`src/rtl/uart_receiver.sv`:
```
// rtl/uart_receiver.sv - 8N1 UART receiver with centre sampling and one-cycle result strobes.
// Define UART_RX_PARITY_EN for 8E1 framing with even-parity checking.
module uart_receiver #(
  parameter int CLKS_PER_BIT = 10417,
  parameter int SYNC_STAGES  = 2
) (
  input  logic       clk,
  input  logic       rst,
  input  logic       RxD,
  output logic [7:0] data_out,
  output logic       data_valid,
  output logic       framing_error,
  output logic       parity_error,
  output logic       busy
);
  localparam int CW = $clog2(CLKS_PER_BIT);
  localparam logic [CW-1:0] BAUD_LAST = CW'(CLKS_PER_BIT - 1);
  localparam logic [CW-1:0] BAUD_HALF = CW'(CLKS_PER_BIT / 2);

  typedef enum logic [2:0] {IDLE, START, DATA, PARITY, STOP, WAIT_IDLE} state_t;

  state_t                 state;
  logic [SYNC_STAGES-1:0] sync_q;
  logic                   rx_s;
  logic [CW-1:0]          baud_cnt;
  logic                   baud_done;
  logic [2:0]             bit_idx;
  logic [7:0]             shift_q;
`ifdef UART_RX_PARITY_EN
  logic                   parity_q;
`endif

  assign rx_s      = sync_q[SYNC_STAGES-1];
  assign baud_done = (baud_cnt == BAUD_LAST);

  always_ff @(posedge clk) begin
    if (rst) begin
      sync_q <= '1;
    end else begin
      sync_q <= {sync_q[SYNC_STAGES-2:0], RxD};
    end
  end

  always_ff @(posedge clk) begin
    if (rst) begin
      state         <= IDLE;
      baud_cnt      <= '0;
      bit_idx       <= '0;
      shift_q       <= '0;
      data_out      <= '0;
      data_valid    <= 1'b0;
      framing_error <= 1'b0;
      busy          <= 1'b0;
`ifdef UART_RX_PARITY_EN
      parity_q      <= 1'b0;
      parity_error  <= 1'b0;
`endif
    end else begin
      data_valid    <= 1'b0;
      framing_error <= 1'b0;
`ifdef UART_RX_PARITY_EN
      parity_error  <= 1'b0;
`endif
      case (state)
        IDLE: begin
          if (!rx_s) begin
            state    <= START;
            baud_cnt <= '0;
            busy     <= 1'b1;
          end
        end
        START: begin
          // A start bit that is gone by its centre is treated as line noise.
          if (baud_cnt == BAUD_HALF) begin
            baud_cnt <= '0;
            if (rx_s) begin
              state <= IDLE;
              busy  <= 1'b0;
            end else begin
              state   <= DATA;
              bit_idx <= '0;
            end
          end else begin
            baud_cnt <= baud_cnt + CW'(1);
          end
        end
        DATA: begin
          if (baud_done) begin
            baud_cnt <= '0;
            shift_q  <= {rx_s, shift_q[7:1]};
            bit_idx  <= bit_idx + 3'd1;
            if (bit_idx == 3'd7) begin
`ifdef UART_RX_PARITY_EN
              state <= PARITY;
`else
              state <= STOP;
`endif
            end
          end else begin
            baud_cnt <= baud_cnt + CW'(1);
          end
        end
`ifdef UART_RX_PARITY_EN
        PARITY: begin
          if (baud_done) begin
            baud_cnt <= '0;
            parity_q <= rx_s;
            state    <= STOP;
          end else begin
            baud_cnt <= baud_cnt + CW'(1);
          end
        end
`endif
        STOP: begin
          // Leaving at the stop-bit centre lets a back-to-back start bit be caught.
          if (baud_done) begin
            baud_cnt <= '0;
            if (!rx_s) begin
              framing_error <= 1'b1;
              state         <= WAIT_IDLE;
`ifdef UART_RX_PARITY_EN
            end else if (^{shift_q, parity_q}) begin
              parity_error <= 1'b1;
              state        <= IDLE;
              busy         <= 1'b0;
`endif
            end else begin
              data_out   <= shift_q;
              data_valid <= 1'b1;
              state      <= IDLE;
              busy       <= 1'b0;
            end
          end else begin
            baud_cnt <= baud_cnt + CW'(1);
          end
        end
        WAIT_IDLE: begin
          if (rx_s) begin
            state <= IDLE;
            busy  <= 1'b0;
          end
        end
        default: begin
          state <= IDLE;
          busy  <= 1'b0;
        end
      endcase
    end
  end

`ifndef UART_RX_PARITY_EN
  assign parity_error = 1'b0;
`endif

endmodule

```
`config.mk`:
```
export PLATFORM = sky130hd
export DESIGN_NAME = uart_receiver
export DESIGN_NICKNAME = d
export VERILOG_FILES = /design/src/rtl/uart_receiver.sv
export SDC_FILE = /design/constraint.sdc
export NUM_CORES = 1
export LEC_CHECK = 0
export ABC_AREA = 1
export CAP_MARGIN = 5
export CORE_MARGIN = 3
export CORE_UTILIZATION = 55
export CTS_CLUSTER_SIZE = 8
export DETAILED_ROUTE_END_ITERATION = 8
export PLACE_DENSITY = 0.75
export SLEW_MARGIN = 20
export SYNTH_ARGS = -nofsm -noshare
export SYNTH_HDL_FRONTEND = slang
export SYNTH_SLANG_ARGS = --single-unit
```
`constraint.sdc`:
```
create_clock -name clk -period 3.35 [get_ports clk]
set_input_delay 0.67 -clock clk [delete_from_list [all_inputs] [get_ports clk]]
set_output_delay 0.67 -clock clk [all_outputs]
set_load 0.01 [all_outputs]
```
Word-level counts from Yosys, hierarchy flattened
Index checks and enable logic that the tools add are counted.
Storage, ports and cells
  bits in registers: 41
  bits of input ports: 3
  logic and storage cells: 63
Cells by class
  add/subtract/negate cells: 2
  eq/ne operators: 14
  mux-type cells: 24
  bitwise logic cells: 3
  reduce and logical (&&, ||, !) cells: 11
Operators by type and width (number)
  $mux 14: 3
  $pmux 14 s3: 1
  $mux 3: 10
  $pmux 3 s5: 1
  $add 14x1->14 const B: 1
  $eq 14x13->1 const B: 1
  $eq 14x14->1 const B: 1
  $ne 2x2->1 const B: 7
  $eq 3x3->1 const B: 3
  $reduce_and 4->1: 2
  $mux 1: 6
  $pmux 3 s2: 1
  $reduce_and 6->1: 1
  $pmux 1 s5: 1
  $reduce_and 2->1: 2
  $add 3x1->3 const B: 1
  $eq 3x1->1 const B: 1
  $eq 3x2->1 const B: 1
  $logic_not 3->1: 1
  $not 1->1: 3
  $reduce_and 3->1: 1
  $reduce_bool 3->1: 1
  $reduce_or 3->1: 1
  $mux 2: 1
  2 further kinds: 2

Depth between registers and ports, before layout
Gate-level depths: netlist (run 1).
  depth in word-level cells: 4
  depth in mapped cells: 13

Worst setup path after synthesis (run 1)
OpenSTA, ideal clock, no wires.
  kind: flip-flop to flip-flop
  start point: register baud_cnt[0]
  end point: register baud_cnt[0]
  library setup time: 116 ps
  arrival time: 1299 ps
  required time: 3234 ps
  path slack: 1934 ps
  cell stages (with the launch flop): 12
  buffers on the path: 0
  clock period less this slack: 1416 ps
  cell sequence: dfxtp_1 -> inv_1 -> ha_1 -> nand2_1 -> inv_1 -> nand2_1 -> nor2_4 -> nand2_4 -> nand2_1 -> nand2_2 -> o211ai_1 -> inv_1
Between the ends
  word-level cells in the longest chain between the ends: 3
  elaborated cells on any way between the ends: 6
RTL lines
  start: declaration: line 25  | logic [CW-1:0] baud_cnt;
  start signal: assignment: line 84  | baud_cnt <= baud_cnt + CW'(1);
  start signal: assignment: line 100  | baud_cnt <= baud_cnt + CW'(1);
  start signal: assignment: line 134  | baud_cnt <= baud_cnt + CW'(1);
  $add 14x1->14, or another cell as far along: line 84, 100, 134
  $mux 14, on equally long branches: line 88, 116, 74
  $pmux 14 s3 (*): line 64  | case (state)
Every way passes the cells marked *; elsewhere a longest branch is shown, timed or not.
A chain may end at the register's enable or synchronous reset.

==> results.toml, run 1 <==
[status]
outcome = "completed"

[logic_synthesis]
netlist_instances = 320
synth_area_leaders = "dfxtp_1 37%, nand2_1 11%, nor2_1 7.0%, inv_1 6.7%, nand3_1 6.1%"
synth-seq-cells = 41
yosys.cell_types.count = 36
synth_edf_count = 0
synth_common_cells = "67 x nand2_1, 41 x dfxtp_1, 41 x nor2_1"
synth.net_count = 327
async_reset_ff_share_pct = 0
synth_area_per_cell_um2 = 6.878
yosysMostFrequentCell = "nand2_1"
yosys_warnings = 0
netlist_area_um2 = 2201
yosysTopAreaCellShare_pct = 37.29
yosys.area.top_type = "dfxtp_1"
synth_flop_cell = "dfxtp_1"
ys_seq_area_share_pct = 37.29

[power]
max-vdd-ir-drop_mv = 0.2842
p_sw_share_pct = 43.11
p_int_mw = 0.8538
cellLeakagePower_nw = 1.074
combPwrFrac_pct = 41.6
p_clk_share_pct = 21.3
seq_power_share_pct = 37.1
power_density_nw_per_um2 = 615.7
power.switching_mw = 0.6468

[routing]
initialDrtViolationCount = 134
postRouteAntennaNets = 0
wl_per_cell_um = 11.93
vias_per_cell = 5.225
drcViolationCount = 0
drt_wl_total_um = 4558
drt_pass1_iterations = 4
vias = 1996

[final_layout]
n_antenna_cell = 0
area_delta_synth_final_pct = 10.74
final_nets = 340
drive_gt1_share_pct = 12.57

[floorplanning]
dieArea_um2 = 4796
start_util_pct = 58.36
die_y_um = 69.26
io_pins = 15
coreArea_um2 = 3771
num_rows = 22
die_w_um = 69.26

[clock_tree]
numCtsBuffers = 5
htreeDepth = 2
post-cts-setup-buffers = 0
cts_sinks = 41
cts_hold_repair.buffers = 0
clkTransAtPathRegs_ns = 0.07
clock-root-buffer = "clkbuf_8"
ctsResizeCount = 0
clock_tree.buffer_depth = 2
cts_tree = "done"
clock_latency_ns = 0.30

[placement]
gp_congestion = 0.9308
dp_hpwl_um = 3469
io_buffers = 13

[sta]
slew-limit-headroom_pct = 52.75
tightest_slew_ns = 0.7080
fin_crit_ns = 2.077
rsz0062_at_grt = "false"
finalCritPeriodShare_pct = 62.00
skew_ns = 0.005504
setup_tns_ns = 0
drv_slew = 0
max_freq_mhz = 481.5
finalSetupViolCount = 0
hold_viol = 0
hold_slack_ns = 0.4123

[grt]
grt_overflow = 0
antenna_found_initial = 0
grt_pass1_wl_um = 8107
grt_max_degree = 28
grt_usage_pct = 20.68
grt_pass1_vias = 1833

[setup_path]
worstSetupStartpointType = "input pin"
end_kind = "flop"
r2r.worst_path.cells = 9
r2r_slack_ns = 1.69
setup.worst_path.class = "input pin to flop"
worst_ep_arrival_time_ns = 2.29
cp_max_fo = 27
worstPathRequired_ns = 3.57

[hold_path]
worstHoldPathType = "flop to flop"
worstHoldPathCells = 1

[run]
drv_cap = 0
-- cell usage in the layout (no fill, tap or decap), types with 2 or more instances in the layout --
master	netlist	final
nand2_1	67	67
clkinv_2	1	2
nand2_4	2	2
nor3_4	2	2
or2_2	3	3
nand3_1	27	27
clkdlybuf4s50_1	0	13
inv_1	39	39
o21ai_1	4	4
xor2_1	3	3
inv_2	5	5
nor3_1	7	7
nor2_1	41	41
dfxtp_1	41	41
nor2_2	5	5
clkbuf_8	0	5
a21oi_1	17	17
nand3_2	3	3
nor2_4	3	3
nand4_1	4	4
o21ai_0	18	18
ha_1	4	4
nand2_2	6	6
-- per-stage QoR --
| step | worst slack, ns | instances | cell area [um^2] | utilization, % | power, mW |
|---|---|---|---|---|---|
| after floorplan | 1.934 | 320 | 2201 | - | 1.087 |
| after global placement | 1.017 | 374 | 2347 | 62.24 | 1.185 |
| after detailed placement | 0.9467 | 374 | 2347 | 62.24 | 1.190 |
| after CTS | 1.258 | 382 | 2437 | 64.63 | 1.508 |
| after global routing | 1.005 | 382 | 2437 | 64.63 | 1.623 |
| final | 1.273 | 382 | 2437 | 64.63 | 1.501 |
-- layout make-up --
type | instances | area [um^2]
clock buffer | 5 | 68.82
clock inverter | 3 | 21.27
fill | 360 | 1334
inverter | 46 | 176.4
multi-input combinational | 226 | 1160
sequential | 41 | 820.8
tap | 48 | 60.06
timing repair buffer | 13 | 130.1
-- cells by family (layout without fill, tap and decap cells) --
logic type | count (synthesis) | after routing | synth area share [%]
other | 1 | 1 | 0.1704
AO/OA/AOI/OAI | 44 | 44 | 10.63
AND/OR/NAND/NOR | 174 | 174 | 38.43
buffers and inverters | 53 | 67 | 10.01
adder cells (fa/ha/maj) | 4 | 4 | 2.274
XOR/XNOR | 3 | 3 | 1.194
flip-flops | 41 | 41 | 37.29
-- per-layer routing --
metal | GRT usage, % | wire length (um)
met1 | 28.51 | 2238
met3 | 5.652 | 257
met5 | 0 | 0
met4 | 6.508 | 72
met2 | 31.46 | 1989
-- sequential cells by signal (all words and copies together), names as in the netlist --
| name | cells |
|---|---|
| baud_cnt | 14 |
| data_out | 8 |
| shift_q | 8 |
| bit_idx | 3 |
| state | 3 |
| sync_q | 2 |
| busy | 1 |
| data_valid | 1 |
| framing_error | 1 |
-- path summary, 6_finish.rpt --
path                    start          end
hold / removal      sync_q[0]    sync_q[1]
setup reg to reg  baud_cnt[0]   shift_q[4]
hold reg to reg     sync_q[0]    sync_q[1]
setup / recovery          rst  baud_cnt[2]
-- power by group through the flow --
stage | sequential (mW) | combinational (mW) | clock (mW)
global placement | 0.569 | 0.616 | 0
floorplan | 0.559 | 0.528 | 0
CTS | 0.558 | 0.621 | 0.329
global route | 0.564 | 0.707 | 0.352
finish | 0.557 | 0.624 | 0.319
detailed placement | 0.570 | 0.620 | 0
-- critical path, cell delays in order --
cell             delay, ns
clkdlybuf4s50_1       0.59
inv_1                 0.62
nand2_1               0.22
nor3_1                0.18
Note: power is estimated with default switching activity, not from simulation.
==> run 2: changes to the inputs <==
- CORE_UTILIZATION: 55 -> 52
- clock period: 3.35 -> 1.7 ns (I/O delays scaled with it)
==> results.toml, run 2 (synthesized netlist as in run 1, its figures left out) <==
[status]
outcome = "completed"

[final_layout]
fin_area_um2 = 2546
largest_reg_flops = 14
fin_cells = 391
drive_gt1_share_pct = 16.42
layout_common_cells = "66 x nand2_1, 41 x nor2_1, 38 x dfxtp_1"
area_delta_synth_final_pct = 15.69
n_antenna_cell = 0
reg.largest.list = "baud_cnt (14), data_out (8), shift_q (8)"
final_nets = 347
largest_register = "baud_cnt"
final_common_cell = "nand2_1"

[sta]
skew_ns = 0.01077
finalWorstSetupSlack_ns = 0.1096
rsz0062_at_grt = "false"
fin_crit_ns = 1.590
setup_tns_ns = 0
finalSetupViolCount = 0
drv_slew = 0
hold_viol = 0
finalCritPeriodShare_pct = 93.55
max_freq_mhz = 628.8

[placement]
gp_congestion = 0.9339
dpl-instance-area_um2 = 2395
place_inst = 382
dp_hpwl_um = 3514
io_buffers = 13
dp_worst_setup_slack_ns = 0.08053

[floorplanning]
die_y_um = 71.06
io_pins = 15
coreArea_um2 = 4029
start_util_pct = 54.63
num_rows = 23
die_w_um = 71.06
dieArea_um2 = 5049

[power]
max-vdd-ir-drop_mv = 0.6012
cellLeakagePower_nw = 1.127
combPwrFrac_pct = 40.4
p_int_mw = 1.871
total_power_mw = 3.197
power.switching_mw = 1.326
power_density_nw_per_um2 = 1255
p_sw_share_pct = 41.48
p_clk_share_pct = 25.1
seq_power_share_pct = 34.5

[routing]
drt_pass1_iterations = 4
postRouteAntennaNets = 0
drt_wl_total_um = 4734
initialDrtViolationCount = 151
drcViolationCount = 0
wl_per_cell_um = 12.11
vias = 2028
vias_per_cell = 5.187

[grt]
grt_max_degree = 18
grt_pass1_wl_um = 7817
grt_overflow = 0
grt_usage_pct = 19.59
grt_pass1_vias = 1797
antenna_found_initial = 0

[setup_path]
worstSetupStartpointType = "flop"
cp_max_fo = 8
setup.worst_path.class = "flop to flop"
end_kind = "flop"
worst_ep_arrival_time_ns = 1.83
worstPathRequired_ns = 1.94

[clock_tree]
numCtsBuffers = 5
clock_latency_ns = 0.30
htreeDepth = 2
cts_hold_repair.buffers = 0
clock_tree.buffer_depth = 2
clock-root-buffer = "clkbuf_8"
clkTransAtPathRegs_ns = 0.09
cts_sinks = 41
cts_tree = "done"

[hold_path]
worstHoldPathType = "flop to flop"

[run]
drv_cap = 0
[run 2: changes by cell type in the layout (fill, tap and decap cells not counted), sizes merged]
cell      change
buf           +7
bufinv        +1
clkinvlp      -1
[run 2: final timing paths]
| kind | startpoint | endpoint | slack [ns] | depth (start not counted) |
|---|---|---|---|---|
| setup / recovery | baud_cnt[0] | data_out[3] | 0.11 | 10 |
| setup reg to reg | baud_cnt[0] | data_out[3] | 0.11 | 10 |
| hold reg to reg | sync_q[0] | sync_q[1] | 0.41 | 1 |
| hold / removal | sync_q[0] | sync_q[1] | 0.41 | 1 |
[run 2: routing by layer]
layer | part of all wire, % | wire [um] | vias to the layer above | global-route usage (%)
met5 | 0 | 0 | - | 0
met4 | 1.6 | 77 | 0 | 8.559
met3 | 5.6 | 267 | 9 | 4.403
met2 | 45 | 2145 | 53 | 31.10
met1 | 47 | 2243 | 908 | 25.53
li1 | - | - | 1058 | -
[run 2: final cells by class]
cell class / count / area, um^2
clock buffers: 5 / 68.82
repair buffers: 20 / 182.7
clock inverters: 3 / 43.79
well taps: 50 / 62.56
flip-flops and latches: 41 / 824.5
fillers: 367 / 1483
inverters: 46 / 176.4
multi-input cells: 226 / 1187
[run 2: power by group through the flow]
stage               logic (mW)  clock network, mW  registers [mW]
floorplan                 1.04                  0            1.10
global placement          1.22                  0            1.11
detailed placement        1.23                  0            1.12
CTS                       1.23              0.825            1.09
global route              1.45              0.864            1.11
finish                    1.29              0.801            1.10
[run 2: timing repair]
| action | CTS | global route |
|---|---|---|
| endpoints found under the setup margin | 0 | 26 |
| resized for setup | 0 | 12 |
| setup buffers | 0 | 1 |
[run 2: per-stage QoR]
step,hold WS [ns],utilization (%)
floorplan,0.3895,-
global placement,0.3922,59.44
global route,0.4279,63.20
CTS,0.4134,62.24
detailed placement,0.3932,59.44
finish,0.4145,63.20
[run 2: worst max-delay path: stages, from the launching register on]
cell and delay, ns:
dfxtp_2 0.35, inv_2 0.07, ha_4 0.14, nand2_1 0.05
inv_1 0.07, nand2_2 0.07, nor2_4 0.14, nand2_4 0.08
nor3_4 0.32, o21ai_0 0.15, nor2_1 0.11
